**src/rtl/sequential_divider.sv**
```systemverilog
// sequential_divider: multi-cycle unsigned restoring divider, one quotient bit per clock.
//
// Ports:
//   clk_in        rising-edge clock
//   rst_in        synchronous, active-high reset
//   start_in      request a division (sampled only in IDLE)
//   dividend_in   unsigned dividend, captured on the accepting edge
//   divisor_in    unsigned divisor, captured on the accepting edge
//   busy_out      high while the iteration is running
//   done_out      single-cycle pulse, results valid
//   quotient_out  registered quotient
//   remainder_out registered remainder
//   div_zero_out  divisor was zero for the last completed operation
//
// Optional feature: define SEQ_DIV_ZERO_EARLY_EN to let a zero divisor skip the
// iteration and go straight to DONE with quotient all ones and remainder = dividend.
// Without it a zero divisor runs the full iteration, which yields the same result.

module sequential_divider #(
  parameter int unsigned DIV_WIDTH = 8
) (
  input  logic                 clk_in,
  input  logic                 rst_in,
  input  logic                 start_in,
  input  logic [DIV_WIDTH-1:0] dividend_in,
  input  logic [DIV_WIDTH-1:0] divisor_in,
  output logic                 busy_out,
  output logic                 done_out,
  output logic [DIV_WIDTH-1:0] quotient_out,
  output logic [DIV_WIDTH-1:0] remainder_out,
  output logic                 div_zero_out
);

  localparam int unsigned CntW = $clog2(DIV_WIDTH);

  typedef enum logic [1:0] {StIdle, StCalc, StDone} state_e;

  state_e state_q, state_d;

  logic [CntW-1:0]      cnt_q;
  logic [DIV_WIDTH:0]   rem_q;       // partial remainder, one bit wider than operands
  logic [DIV_WIDTH-1:0] quo_q;       // shifted dividend, becomes the quotient
  logic [DIV_WIDTH-1:0] dvs_q;
  logic                 zero_q;      // captured divisor was zero
  logic [DIV_WIDTH-1:0] quotient_q;
  logic [DIV_WIDTH-1:0] remainder_q;
  logic                 div_zero_q;

  logic [DIV_WIDTH:0]   r_shift;
  logic [DIV_WIDTH:0]   trial;
  logic                 step_ok;
  logic [DIV_WIDTH:0]   rem_step;
  logic [DIV_WIDTH-1:0] quo_step;

  // Restoring step: shift {R,Q} left, try subtracting the divisor, keep it if non-negative.
  always_comb begin
    r_shift  = {rem_q[DIV_WIDTH-1:0], quo_q[DIV_WIDTH-1]};
    trial    = r_shift - {1'b0, dvs_q};
    step_ok  = ~trial[DIV_WIDTH];
    rem_step = step_ok ? trial : r_shift;
    quo_step = {quo_q[DIV_WIDTH-2:0], step_ok};
  end

  // State register.
  always_ff @(posedge clk_in) begin
    if (rst_in) begin
      state_q <= StIdle;
    end else begin
      state_q <= state_d;
    end
  end

  // Next-state logic.
  always_comb begin
    state_d = state_q;
    unique case (state_q)
      StIdle: begin
        if (start_in) begin
`ifdef SEQ_DIV_ZERO_EARLY_EN
          state_d = (divisor_in == '0) ? StDone : StCalc;
`else
          state_d = StCalc;
`endif
        end
      end
      StCalc: begin
        if (cnt_q == '0) begin
          state_d = StDone;
        end
      end
      StDone:  state_d = StIdle;
      default: state_d = StIdle;
    endcase
  end

  // Outputs decode the state register only; no input reaches an output combinationally.
  always_comb begin
    busy_out = (state_q == StCalc);
    done_out = (state_q == StDone);
  end

  // Datapath and result registers.
  always_ff @(posedge clk_in) begin
    if (rst_in) begin
      cnt_q       <= '0;
      rem_q       <= '0;
      quo_q       <= '0;
      dvs_q       <= '0;
      zero_q      <= 1'b0;
      quotient_q  <= '0;
      remainder_q <= '0;
      div_zero_q  <= 1'b0;
    end else begin
      unique case (state_q)
        StIdle: begin
          if (start_in) begin
            rem_q  <= '0;
            quo_q  <= dividend_in;
            dvs_q  <= divisor_in;
            zero_q <= (divisor_in == '0);
            cnt_q  <= CntW'(DIV_WIDTH - 1);
`ifdef SEQ_DIV_ZERO_EARLY_EN
            if (divisor_in == '0) begin
              quotient_q  <= '1;
              remainder_q <= dividend_in;
              div_zero_q  <= 1'b1;
            end
`endif
          end
        end
        StCalc: begin
          rem_q <= rem_step;
          quo_q <= quo_step;
          if (cnt_q == '0) begin
            quotient_q  <= quo_step;
            remainder_q <= rem_step[DIV_WIDTH-1:0];
            div_zero_q  <= zero_q;
          end else begin
            cnt_q <= cnt_q - CntW'(1);
          end
        end
        default: ;
      endcase
    end
  end

  assign quotient_out  = quotient_q;
  assign remainder_out = remainder_q;
  assign div_zero_out  = div_zero_q;

endmodule

```
**config.mk**
```make
export PLATFORM = sky130hd
export DESIGN_NAME = sequential_divider
export DESIGN_NICKNAME = d
export VERILOG_FILES = /design/src/rtl/sequential_divider.sv
export SDC_FILE = /design/constraint.sdc
export NUM_CORES = 1
export LEC_CHECK = 0
export ABC_AREA = 1
export BUFFER_PORTS_ARGS = -buffer_cell sky130_fd_sc_hd__buf_2
export CAP_MARGIN = 20
export CORE_UTILIZATION = 56
export DETAILED_ROUTE_END_ITERATION = 6
export PLACE_DENSITY = 0.84
export SLEW_MARGIN = 10
export SYNTH_ARGS = -nofsm -noshare
export SYNTH_HDL_FRONTEND = slang
export SYNTH_SLANG_ARGS = --single-unit
```
**constraint.sdc**
```tcl
create_clock -name clk_in -period 2.56 [get_ports clk_in]
set_input_delay 0.512 -clock clk_in [delete_from_list [all_inputs] [get_ports clk_in]]
set_output_delay 0.512 -clock clk_in [all_outputs]
set_load 0.05 [all_outputs]
```
-- Word level (Yosys, flattened, before mapping)
Cells that the tools add are included.
- bits in registers: 47
- latch bits: 0
- RAM bits: 0
- ROM bits: 0
- input bits: 19
- output and inout port bits: 19
- word-level logic and storage cells: 37
- memories: 0
- $add $sub $neg: 2
- multiply operators: 0
- div/mod/pow operators: 0
- order comparisons: 0
- equal/unequal tests: 5
- shift operators: 0
- muxes and demuxes: 11
- bitwise logic cells: 1
- reductions and logical operators: 9
- operators by type and width (kind ; number):
    $pmux 8 s2 ; 2
    $mux 8 ; 3
    $sub 9x8->9 ; 1
    $logic_not 8->1 ; 1
    $reduce_and 2->1 ; 4
    $mux 3 ; 2
    $pmux 3 s2 ; 1
    $mux 2 ; 2
    $ne 2x2->1 const B ; 2
    $pmux 2 s2 ; 1
    $logic_not 3->1 ; 1
    $reduce_and 3->1 ; 1
    $sub 3x1->3 const B ; 1
    $eq 2x1->1 const B ; 1
    $eq 2x2->1 const B ; 1
    $logic_not 2->1 ; 1
    $ne 2x1->1 const B ; 1
    $reduce_bool 2->1 ; 1
    $not 1->1 ; 1

-- Logic depth before layout (Yosys ltp)
Gate-level depths: netlist of run 1.
- depth in word-level cells: 3
- depth in mapped cells: 14
- depth with buffers taken out: 14

-- Worst setup path before layout of run 1
Ideal clock, no wire load.
- kind: reg-to-reg
- from: reg quo_q[7]
- to: reg remainder_q[7] (netlist: remainder_out[7])
- library setup time: 109 ps
- arrival time: 1665 ps
- required time: 2451 ps
- path slack: 786 ps
- cell stages (with the launch flop): 15
- buffers on the path: 0
- clock period less this slack: 1774 ps
- path through: dfxtp_1 > inv_1 > ha_1 > inv_1 > fa_1 > nand2_2 > nand2_4 > nand3_4 > nand2_4 > nand2_4 > nand2_8 > nand2_2 > nand3_1 > nand2_1 > inv_1
- cells in the longest elaborated chain, start to end: 2
- ends and longest elaborated chain (element ; RTL line ; source):
    start: declaration ; 42 ; logic [DIV_WIDTH-1:0] quo_q;
    start signal: assignment ; 118 ; quo_q <= dividend_in;
    start signal: assignment ; 133 ; quo_q <= quo_step;
    $sub 9x8->9 ; 58 ; trial = r_shift - {1'b0, dvs_q};
    $mux 8 ; 60 ; rem_step = step_ok ? trial : r_shift;
    end signal: assignment ; 136 ; remainder_q <= rem_step[DIV_WIDTH-1:0];
    end: declaration ; 46 ; logic [DIV_WIDTH-1:0] remainder_q;
Every way passes these cells.
A chain may end at the register's enable or synchronous reset.

-- Worst setup path after layout of run 1
- from: reg quo_q[7]
- to: reg remainder_q[3] (netlist: remainder_out[3])
Same word-level chain as after synthesis.

==> results of run 1 <==
final cells by class:
cell class / count / area, um2 / area share (%)
tap: 50 / 62.6 / 2.28
inverter: 44 / 165 / 6.02
timing repair buffer: 37 / 185 / 6.75
clock inverter: 1 / 7.51 / 0.274
sequential: 47 / 941 / 34.3
multi-input combinational: 241 / 1280 / 46.9
clock buffer: 7 / 96.3 / 3.51
placed cells by master (no fill, tap or decap):
cell type	n
inv_2	5
nand3_1	26
inv_1	39
a31oi_1	2
a21oi_4	1
nand3b_1	1
nand2_8	1
dfxtp_1	47
nand2_2	11
nor2_1	53
clkbuf_8	7
buf_2	37
nand3_4	2
nand4_1	2
or2_4	1
clkinvlp_4	1
o221ai_1	7
xor2_1	2
nand2_4	3
nor2_2	2
ha_1	10
nand2_1	79
o211ai_1	1
nor3_1	2
fa_1	1
nor2_4	3
a21oi_1	13
o21ai_0	16
nor4_1	1
o21ai_1	1
flip-flops by register name, indices dropped and copies added, names as in the netlist:
register / flops
dvs_q: 8
quo_q: 8
quotient_out: 8
rem_q: 8
remainder_out: 8
cnt_q: 3
state_q: 2
div_zero_out: 1
zero_q: 1
kinds of logic (layout without fill, tap and decap cells):
| kind of cell | count (synthesis) | after routing | share of synthesized area, % |
|---|---|---|---|
| AOI/OAI and AO/OA | 41 | 41 | 10.1 |
| xor gates and xnor gates | 2 | 2 | 0.716 |
| adders and majority gates | 11 | 11 | 5.93 |
| buffers and inverters | 53 | 89 | 9.00 |
| DFF | 47 | 47 | 38.5 |
| and+or+nand+nor | 187 | 187 | 35.8 |
final timing paths:
path	endpoint	slack, ps	cells after the start
max	remainder_out[3]	560	14
min reg2reg	zero_q	480	2
min	quo_q[0]	480	3
max reg2reg	remainder_out[3]	560	14
per-stage QoR:
step / instance area [um2] / hold WS [ps] / power [mW] / setup WS (ps) / util (%)
finish: 2740 / 476 / 2.00 / 561 / 67.1
global placement: 2640 / 451 / 1.50 / 656 / 64.6
detailed placement: 2640 / 466 / 1.52 / 582 / 64.6
global route: 2740 / 491 / 2.12 / 382 / 67.1
CTS: 2740 / 466 / 2.00 / 568 / 67.1
floorplan: 2450 / 433 / 1.39 / 786 / -
worst max-delay path, delay by kind of cell (launching register included):
kind	cells	cell delay [ps]
flip-flops	1	320
adder cells (fa/ha/maj)	2	550
AND/OR/NAND/NOR	9	840
buffers and inverters	3	190
synthesized netlist by cell type, types with 2 or more instances:
cell type	n
nand3_1	26
nand2_4	3
nand4_1	2
nor2_4	3
o221ai_1	7
nor2_1	53
inv_1	39
nor2_2	2
xor2_1	2
clkbuf_1	3
nor3_1	2
ha_1	10
o21ai_0	16
nand2_2	11
nand2_1	79
buf_4	3
a31oi_1	2
buf_2	2
inv_2	5
a21oi_1	13
dfxtp_1	47
nand3_4	2
power by group:
part / total (mW) / internal (mW) / switching [mW]
combinational: 0.663 / 0.206 / 0.457
clock: 0.494 / 0.246 / 0.248
sequential: 0.840 / 0.799 / 0.0405
routing by layer:
metal,vias up,global-route usage (%),wire length [um]
met1,972,32.4,2440
met5,-,0,0
met3,15,4.50,206
met4,0,10.9,160
met2,54,41.2,2470
li1,1153,-,-
==> flow_metrics.py, run 1 <==
metrics = {
    "run_status": {
        "status": "completed",
    },
    "routing": {
        "dr.pass1.iters": 4,
        "ant_nets": 0,
        "drc": 0,
        "vias": 2194,
        "drtIter0Drc": 142,
        "wirelength_mm": 5.28,
        "avgViaCountPerCell": 5.14,
        "wl_per_cell_um": 12.4,
    },
    "worst_hold_path": {
        "hp-class": "input port to register",
        "min_from": "dividend_in[0]",
    },
    "cells_and_area": {
        "num_antenna_cells": 0,
        "syn2layout_area_growth_pct": 12.1,
        "nets": 406,
        "fin_cells": 427,
        "drive_gt1_share_pct": 19.6,
        "fillers": 367,
    },
    "power": {
        "p_leak_nw": 1.43,
        "worst_ir_drop_vdd_mv": 0.511,
        "power_density_mw_per_mm2": 728,
    },
    "global_route": {
        "grt_antenna_before_repair": 0,
        "track_usage_pct": 25.3,
        "grt_pass1_vias": 1991,
        "overflow": 0,
        "grt_pass1_wl_mm": 8.67,
        "grt_max_degree": 28,
    },
    "critical_path": {
        "cp_slowest_stage_delay_ps": 410,
        "start_kind": "register",
        "slowest_stage": "fa_1",
        "r2r-start": "quo_q[7]",
        "cp.required_ps": 2760,
        "crit_chain": "inv_1 > ha_1 > inv_1 > fa_1 > nand2_2 > nand2_4 > nand3_4 > nand2_4 > nand2_4 > nand2_8 > nand2_2 > nand3_1 > nand2_1 > inv_1",
        "crit_arrival_ps": 2200,
        "critPathLaunch": "quo_q[7]",
        "critPathMaxFanout": 7,
        "critPathCaptureType": "register",
        "critPathKind": "register to register",
    },
    "die": {
        "fp.dieArea_mm2": 0.00464,
        "die_h_um": 68.1,
        "start_util_pct": 59.9,
        "core-area_mm2": 0.00409,
        "rows": 23,
        "ioPinCount": 38,
        "fp.dieW_um": 68.1,
    },
    "logic_synthesis": {
        "synthTopCellsByArea": "dfxtp_1 38%, nand2_1 12%, nor2_1 8.1%",
        "yosysTopAreaCell": "dfxtp_1",
        "synth_cells": 341,
        "syn-num-nets": 371,
        "yosysSeqAreaShare_pct": 38.5,
        "synth-async-reset-ratio_pct": 0,
        "synth_flop_cell": "dfxtp_1",
        "synth_area_mm2": 0.00245,
        "synth_top_area_share_pct": 38.5,
        "synth_cell_types": 31,
        "synth_edf_count": 0,
        "avgSynthCellArea_um2": 7.17,
        "yosysWarnings": 0,
        "ys_ff_latch": 47,
    },
    "clocking": {
        "htree_levels": 2,
        "clock_path_buffers": 2,
        "cts-root-buf": "clkbuf_8",
        "clock_latency_ps": 300,
        "cts_buffers": 5,
        "cts_tree": "built",
        "clock_sinks": 47,
        "clk_pin_slew_ps": 80,
        "holdBufCountCts": 0,
        "ctsResizeCount": 0,
        "cts_setup_buffers": 0,
    },
    "sta": {
        "finalSetupViolCount": 0,
        "drv_slew": 0,
        "hold_viol": 0,
        "period_share_pct": 78.1,
        "rsz0062_at_grt": "no",
        "clock-skew-final_ps": 3.41,
        "fin_crit_ps": 2000,
        "fmaxAchievable_ghz": 0.500,
        "slew_headroom_pct": 57.7,
        "setup_tns_ps": 0,
        "worst_pin_slew_ps": 633,
    },
    "place": {
        "port_buffers": 37,
        "place_congestion": 0.822,
        "dp_cells": 419,
        "post-dp-hpwl_mm": 3.98,
    },
    "flow_run": {
        "cap_violations": 0,
    },
}
Note: power is estimated with default switching activity, not from simulation.
==> inputs of run 2 (changes only) <==
Clock period 2.56 ns to 2.1 ns, I/O delays scaled along.
==> flow_metrics.py, run 2 (synthesis results as in run 1) <==
metrics = {
    "run_status": {
        "status": "completed",
    },
    "clocking": {
        "clock_sinks": 47,
        "clock_latency_ps": 320,
        "cts-root-buf": "clkbuf_8",
        "clk_pin_slew_ps": 90,
        "holdBufCountCts": 0,
        "clock_path_buffers": 2,
        "cts_buffers": 5,
        "htree_levels": 2,
        "cts_tree": "built",
    },
    "global_route": {
        "grt_pass1_vias": 1945,
        "track_usage_pct": 25.7,
        "grt_pass1_wl_mm": 8.61,
        "overflow": 0,
        "grt_antenna_before_repair": 0,
        "grt_max_degree": 27,
    },
    "critical_path": {
        "crit_arrival_ps": 2200,
        "critPathKind": "register to register",
        "critPathMaxFanout": 7,
        "start_kind": "register",
        "critPathCaptureType": "register",
        "cp.required_ps": 2320,
    },
    "routing": {
        "avgViaCountPerCell": 5.24,
        "drtIter0Drc": 118,
        "wl_per_cell_um": 12.6,
        "wirelength_mm": 5.41,
        "drc": 0,
        "dr.pass1.iters": 4,
        "vias": 2248,
        "ant_nets": 0,
    },
    "cells_and_area": {
        "nets": 408,
        "fillers": 358,
        "fin_cells": 429,
        "syn2layout_area_growth_pct": 13.6,
        "drive_gt1_share_pct": 20.1,
        "final_core_util_pct": 68.0,
        "layout_common_cells": "79 x nand2_1, 53 x nor2_1, 47 x dfxtp_1, 39 x inv_1, 37 x buf_2",
        "mostFrequentLayoutCell": "nand2_1",
        "num_antenna_cells": 0,
    },
    "sta": {
        "hold_viol": 0,
        "slew_headroom_pct": 55.7,
        "fin_crit_ps": 1980,
        "setup_tns_ps": 0,
        "fin_hold_ws_ps": 374,
        "fmaxAchievable_ghz": 0.505,
        "drv_slew": 0,
        "period_share_pct": 94.3,
        "finalSetupViolCount": 0,
        "clock-skew-final_ps": 6.59,
        "worst_pin_slew_ps": 664,
        "rsz0062_at_grt": "no",
    },
    "die": {
        "die_h_um": 68.1,
        "start_util_pct": 59.9,
        "fp.dieArea_mm2": 0.00464,
        "core-area_mm2": 0.00409,
        "ioPinCount": 38,
        "rows": 23,
        "fp.dieW_um": 68.1,
    },
    "place": {
        "post-dp-hpwl_mm": 4.08,
        "dp_cells": 421,
        "port_buffers": 37,
        "place_congestion": 0.856,
    },
    "worst_hold_path": {
        "hp-class": "input port to register",
    },
    "power": {
        "p_leak_nw": 1.45,
        "worst_ir_drop_vdd_mv": 0.634,
        "power_density_mw_per_mm2": 912,
    },
    "flow_run": {
        "cap_violations": 0,
    },
}
## run 2: cell count changes in the layout (fill, tap and decap cells not counted), sizes merged
cell,before,now
buf,37,39
clkbuf,7,5
bufinv,0,1
inv,44,45
## run 2: worst max-delay path, stage by stage, from the launching register on
cell	delay, ps
dfxtp_1	330
inv_1	90
ha_1	150
inv_1	60
fa_1	410
nand2_2	100
nand2_4	70
nand3_4	110
nand2_4	80
nand2_8	110
nand2_8	80
nand2_2	70
nand3_1	100
nand2_1	80
inv_1	40
## run 2: layout make-up
class / count / area, um2 / area share, %
well taps: 50 / 62.6 / 2.25
multi-input cells: 241 / 1290 / 46.6
clock inverters: 3 / 46.3 / 1.67
clock buffers: 5 / 68.8 / 2.48
inverters: 44 / 165 / 5.95
repair buffers: 39 / 200 / 7.21
flip-flops and latches: 47 / 941 / 33.9
## run 2: path summary, 6_finish.rpt
check / end / startpoint / slack [ps] / cells past startpoint
worst max-delay path: remainder_out[5] / quo_q[7] / 120 / 14
worst min-delay path: quo_q[0] / dividend_in[0] / 370 / 3
worst max register to register: remainder_out[5] / quo_q[7] / 120 / 14
worst min register to register: dvs_q[2] / dvs_q[2] / 480 / 2
## run 2: per-layer routing
layer | track usage, % | wire, um
met5 | 0 | 0
met3 | 5.83 | 252
met1 | 31.9 | 2420
met2 | 41.3 | 2600
met4 | 13.5 | 144
## run 2: stage by stage
stage | instance area [um2] | setup slack, ps | power, mW
floorplan | 2450 | 326 | 1.69
global placement | 2650 | 206 | 1.83
detailed placement | 2650 | 124 | 1.85
CTS | 2770 | 97.3 | 2.53
global route | 2780 | 11.9 | 2.67
finish | 2780 | 120 | 2.53
## run 2: power breakdown
group	internal [mW]	total [mW]	switching [mW]
sequential	0.975	1.02	0.0492
clock	0.358	0.684	0.326
combinational	0.259	0.825	0.566
## run 2: what timing repair did
| action | CTS | global route |
|---|---|---|
| resized for setup | 0 | 1 |
| setup buffers | 0 | 0 |
| endpoints found under the setup margin | 0 | 4 |
